[config.mk]
export PLATFORM = sky130hd
export DESIGN_NAME = xor_stream_accum
export DESIGN_NICKNAME = d
export VERILOG_FILES = /design/src/rtl/xor_stream_accum.sv
export SDC_FILE = /design/constraint.sdc
export NUM_CORES = 1
export LEC_CHECK = 0
export CAP_MARGIN = 20
export CORE_MARGIN = 1.5
export CORE_UTILIZATION = 52
export CTS_BUF_LIST = sky130_fd_sc_hd__clkbuf_8
export DETAILED_ROUTE_END_ITERATION = 8
export GPL_TIMING_DRIVEN = 0
export PLACE_DENSITY_LB_ADDON = 0.15
export SLEW_MARGIN = 0
export SYNTH_ARGS = -nofsm -noshare
export SYNTH_HDL_FRONTEND = slang
export SYNTH_SLANG_ARGS = --single-unit
[constraint.sdc]
create_clock -name clk -period 1.8 [get_ports clk]
set_input_delay 0.36 -clock clk [delete_from_list [all_inputs] [get_ports clk]]
set_output_delay 0.36 -clock clk [all_outputs]
set_load 0.02 [all_outputs]
[src/rtl/xor_stream_accum.sv]
// Frame XOR checksum accumulator: folds lane words of each accepted beat into a
// running checksum and holds the frame result until taken. Optional out_parity via XOR_STREAM_PARITY_EN.
module xor_stream_accum #(
  parameter int unsigned WIDTH = 8,
  parameter int unsigned LANES = 2
) (
  input  logic                   clk,
  input  logic                   rst_n,
  input  logic                   in_valid,
  output logic                   in_ready,
  input  logic [LANES*WIDTH-1:0] in_data,
  input  logic                   in_last,
  output logic                   out_valid,
  input  logic                   out_ready,
  output logic [WIDTH-1:0]       out_data,
  output logic [7:0]             out_beats
`ifdef XOR_STREAM_PARITY_EN
  ,
  output logic                   out_parity
`endif
);

  typedef enum logic {
    ACCUM = 1'b0,
    HOLD  = 1'b1
  } state_t;

  state_t           state;
  state_t           state_next;
  logic [WIDTH-1:0] acc;
  logic [WIDTH-1:0] beat;
  logic [WIDTH-1:0] frame_sum;
  logic [7:0]       count;
  logic [7:0]       count_inc;
  logic             accept;

  always_comb begin
    beat = '0;
    for (int unsigned k = 0; k < LANES; k++) begin
      beat = beat ^ in_data[k*WIDTH +: WIDTH];
    end
  end

  assign frame_sum = acc ^ beat;
  assign count_inc = (count == 8'hFF) ? count : count + 8'd1;
  assign accept    = in_valid && (state == ACCUM);

  always_ff @(posedge clk or negedge rst_n) begin
    if (!rst_n) begin
      state <= ACCUM;
    end else begin
      state <= state_next;
    end
  end

  // Handshake outputs are pure state decodes, so no input reaches them combinationally.
  always_comb begin
    state_next = state;
    in_ready   = 1'b0;
    out_valid  = 1'b0;
    case (state)
      ACCUM: begin
        in_ready = 1'b1;
        if (in_valid && in_last) begin
          state_next = HOLD;
        end
      end
      HOLD: begin
        out_valid = 1'b1;
        if (out_ready) begin
          state_next = ACCUM;
        end
      end
      default: state_next = ACCUM;
    endcase
  end

  always_ff @(posedge clk or negedge rst_n) begin
    if (!rst_n) begin
      acc       <= '0;
      count     <= '0;
      out_data  <= '0;
      out_beats <= '0;
    end else if (accept) begin
      if (in_last) begin
        out_data  <= frame_sum;
        out_beats <= count_inc;
        acc       <= '0;
        count     <= '0;
      end else begin
        acc   <= frame_sum;
        count <= count_inc;
      end
    end
  end

`ifdef XOR_STREAM_PARITY_EN
  always_ff @(posedge clk or negedge rst_n) begin
    if (!rst_n) begin
      out_parity <= 1'b0;
    end else if (accept && in_last) begin
      out_parity <= ^frame_sum;
    end
  end
`endif

endmodule
==> impl_summary.log <==
[metrics] cells after synthesis: 178
[metrics] site row count: 20
[metrics] number of vias after detailed routing: between 1000 and 1500
[metrics] final routed wirelength across all metal layers: between 3000 and 4000 µm
[metrics] final worst path period share: between 90% and 100%
[metrics] Clock Latency Late Sink: 0.27 ns
[metrics] clock buffers created by TritonCTS: 5
[metrics] endpoint required time on the critical path: just under 2 ns
[metrics] number of I/O port buffers: 38
[metrics] register bit total from synthesis: 33
[metrics] worst reg2reg setup slack: 0.07 ns
[metrics] post-route DRC violation count: 0
[metrics] post-synthesis sequential area ratio: 48.1%
[metrics] Area after DPL: 2150 µm²
[metrics] number of cells in the finished layout apart from fillers: 269
[metrics] maximum clock insertion buffer count: 2
[metrics] via/cell ratio: ~5.4
[metrics] n_diodes: 0
[metrics] classification of the worst-slack hold path: in2async
[metrics] pin count of the biggest net entering global routing: 34
[metrics] Clock Root Buffer: clkbuf_8
[metrics] status: completed
[metrics] syn_area_per_cell: 9.64 µm²
[metrics] Async SR Flop Fraction: 100%
[metrics] die outline height: 60.4 µm
[metrics] MaxCap Viol Count: 0
[metrics] Num Clock Sinks: 33
[metrics] total of warnings raised by yosys: 0
[metrics] IO Pins: 39
[metrics] post-DP HPWL: 2810 µm
[metrics] number of H-tree branching levels: 2
[metrics] Post-synth top flop: dfrtp_1
[metrics] initial drt markers: 89
[metrics] final setup violation count: 0
[metrics] count of flip-flops with a built-in enable after synthesis: 0
[metrics] initial standard-cell utilization of the core: 55.3%
[metrics] final instance area: roughly 2200 µm²
[metrics] pwr dens: 1090 nW/µm²
[metrics] Max Transition Viols Final: 0
[metrics] most common library cell in the layout ignoring fill and taps: clkdlybuf4s50_1
[metrics] final weighted congestion in routability-driven placement: 0.837
[metrics] global-route wire length before repair: 6160 µm
[metrics] Relative slew margins: 50.7%
[metrics] number of buffers added to fix hold violations after cts: 0
[metrics] worst clock skew on the final layout: 0.00259 ns
[metrics] Final nets: 246
[metrics] floorplan die area: 3650 µm²
[metrics] Final Critical Period: 1.73 ns
[metrics] Final Hold Violating Endpoints: 0
[metrics] Worst setup SP type: flop
[metrics] clock transition time at the flip-flop clock pins of the worst setup and hold paths: 0.06 ns
[metrics] Fill cells: roughly 260
[metrics] maximum frequency from static timing analysis: 579 MHz
[metrics] critical path capture point type: flop
[metrics] mean routed wirelength per cell: 14.3 µm
[metrics] fraction of final layout cells sized beyond drive strength 1: between 10% and 20%
[metrics] all-layer global routing usage: 23.2%
[metrics] worst-case vdd ir drop: 0.618 mV
[metrics] setup TNS: 0 ns
[metrics] TritonCTS clock tree: yes
[metrics] number of global-route vias before repair: 1396
[metrics] router iterations before antenna repair: 4
[metrics] Cell variety after synth: 36
[metrics] highest-count cells in the layout ignoring fill and taps: clkdlybuf4s50_1, dfrtp_1, o21ai_0, nand2_1, nor2_1
[metrics] sum of overflow across all layers after global routing: 0
[metrics] static leakage power: 0.988 nW
[metrics] Chip Width: 60.4 µm
[metrics] post-synthesis instance area: ~1700 µm²
[metrics] antenna-violating nets left: 0
[metrics] transition time at the pin with the least slew margin: 0.740 ns
[metrics] Synthesized Nets: 200
[metrics] CP Data Arrival Time: 1.86 ns
[metrics] highest net fanout along the worst path: 9
[metrics] number of antenna violations at the first check in global routing: 0
[metrics] type of the worst setup path: reg2reg
[metrics] instance count after placement with tap cells included: 260
[metrics] area overhead of the layout relative to synthesis: 30.6%
[metrics] CORE AREA: 3100 µm²
[metrics] Final Total Pwr: between 0.002 and 0.0025 W
sequential cells by signal (all words and copies together), names as in the netlist:
name / count
acc: 8
out_data: 8
out_beats: 8
count: 8
state: 1
cell families after synthesis:
kind of cell / count (synthesis) / share of synthesized area [%]
flops: 33 / 48.1
xor+xnor: 20 / 10.2
fa+ha+maj: 1 / 0.729
simple gates: 53 / 14.7
compound gates: 47 / 15.7
buf+inv: 13 / 4.08
mux: 11 / 6.49
report_power, final:
group | internal [W] | total, W | switching (W)
Sequential | 0.000935 | 0.00111 | 0.000172
Clock | 0.000257 | 0.000498 | 0.000241
Combinational | 0.000419 | 0.000844 | 0.000425
Total | 0.00161 | 0.00245 | 0.000837
worst paths after layout:
path	from	end	depth (start not counted)
max in group asynchronous	rst_n	count[0]	1
setup / recovery	count[0]	count[1]	7
min in group clk	out_data[6]	out_data[6]	2
hold reg to reg	out_data[6]	out_data[6]	2
setup reg to reg	count[0]	count[1]	7
hold / removal	rst_n	out_data[4]	1
worst max-delay path, cell delays in order, from the launching register on:
cell and delay [ns]:
dfrtp_2 0.42, ha_1 0.16, buf_4 0.15, nand4_1 0.17
or2_1 0.28, buf_6 0.14, a31oi_1 0.17, o22ai_1 0.10
stage by stage:
step	utilization [%]	setup WS, ns	hold slack (ns)
after floorplan	-	0.211	0.0644
after global placement	69.3	-0.253	0.459
after CTS	71.8	0.0385	0.160
after global routing	72.2	-0.00718	0.198
after detailed placement	69.2	-0.245	0.460
final	72.2	0.0729	0.147
cell type report:
| cell class | instances | area [µm²] | share of cell area, % |
|---|---|---|---|
| multi-input combinational | 132 | 825 | 36.8 |
| inverter | 4 | 15.0 | 0.670 |
| timing repair buffer | 39 | 383 | 17.1 |
| tap | 44 | 55.1 | 2.46 |
| clock buffer | 5 | 68.8 | 3.07 |
| buffer | 9 | 56.3 | 2.51 |
| sequential | 33 | 827 | 36.9 |
| clock inverter | 3 | 11.3 | 0.503 |
layer usage:
layer  track usage (%)  wire, µm  vias up
met1              28.7      1670      700
met5                 0         0        -
li1                  -         -      707
met4              9.94        61        0
met2              39.6      1920       39
met3              4.48       195        7
cells in the mapped netlist (2+ instances only):
| library cell | instances | share of area, % |
|---|---|---|
| clkbuf_1 | 4 | 0.88 |
| nor2_1 | 16 | 3.5 |
| inv_1 | 4 | 0.88 |
| xnor2_1 | 11 | 5.6 |
| xor2_1 | 9 | 4.6 |
| dfrtp_1 | 33 | 48 |
| buf_6 | 2 | 1.3 |
| a31oi_1 | 6 | 2.2 |
| a21oi_1 | 7 | 2.0 |
| nor3_1 | 2 | 0.58 |
| buf_2 | 2 | 0.58 |
| mux2i_1 | 10 | 5.8 |
| o21ai_0 | 25 | 7.3 |
| nand2_1 | 25 | 5.5 |
repair_timing:
action | 4_1_cts | 5_1_grt
resized for setup | 1 | 5
endpoints found under the hold margin | 0 | 0
setup buffers | 0 | 1
setup endpoints to repair | 1 | 16
No activity file was read; power rests on OpenSTA's default activity.
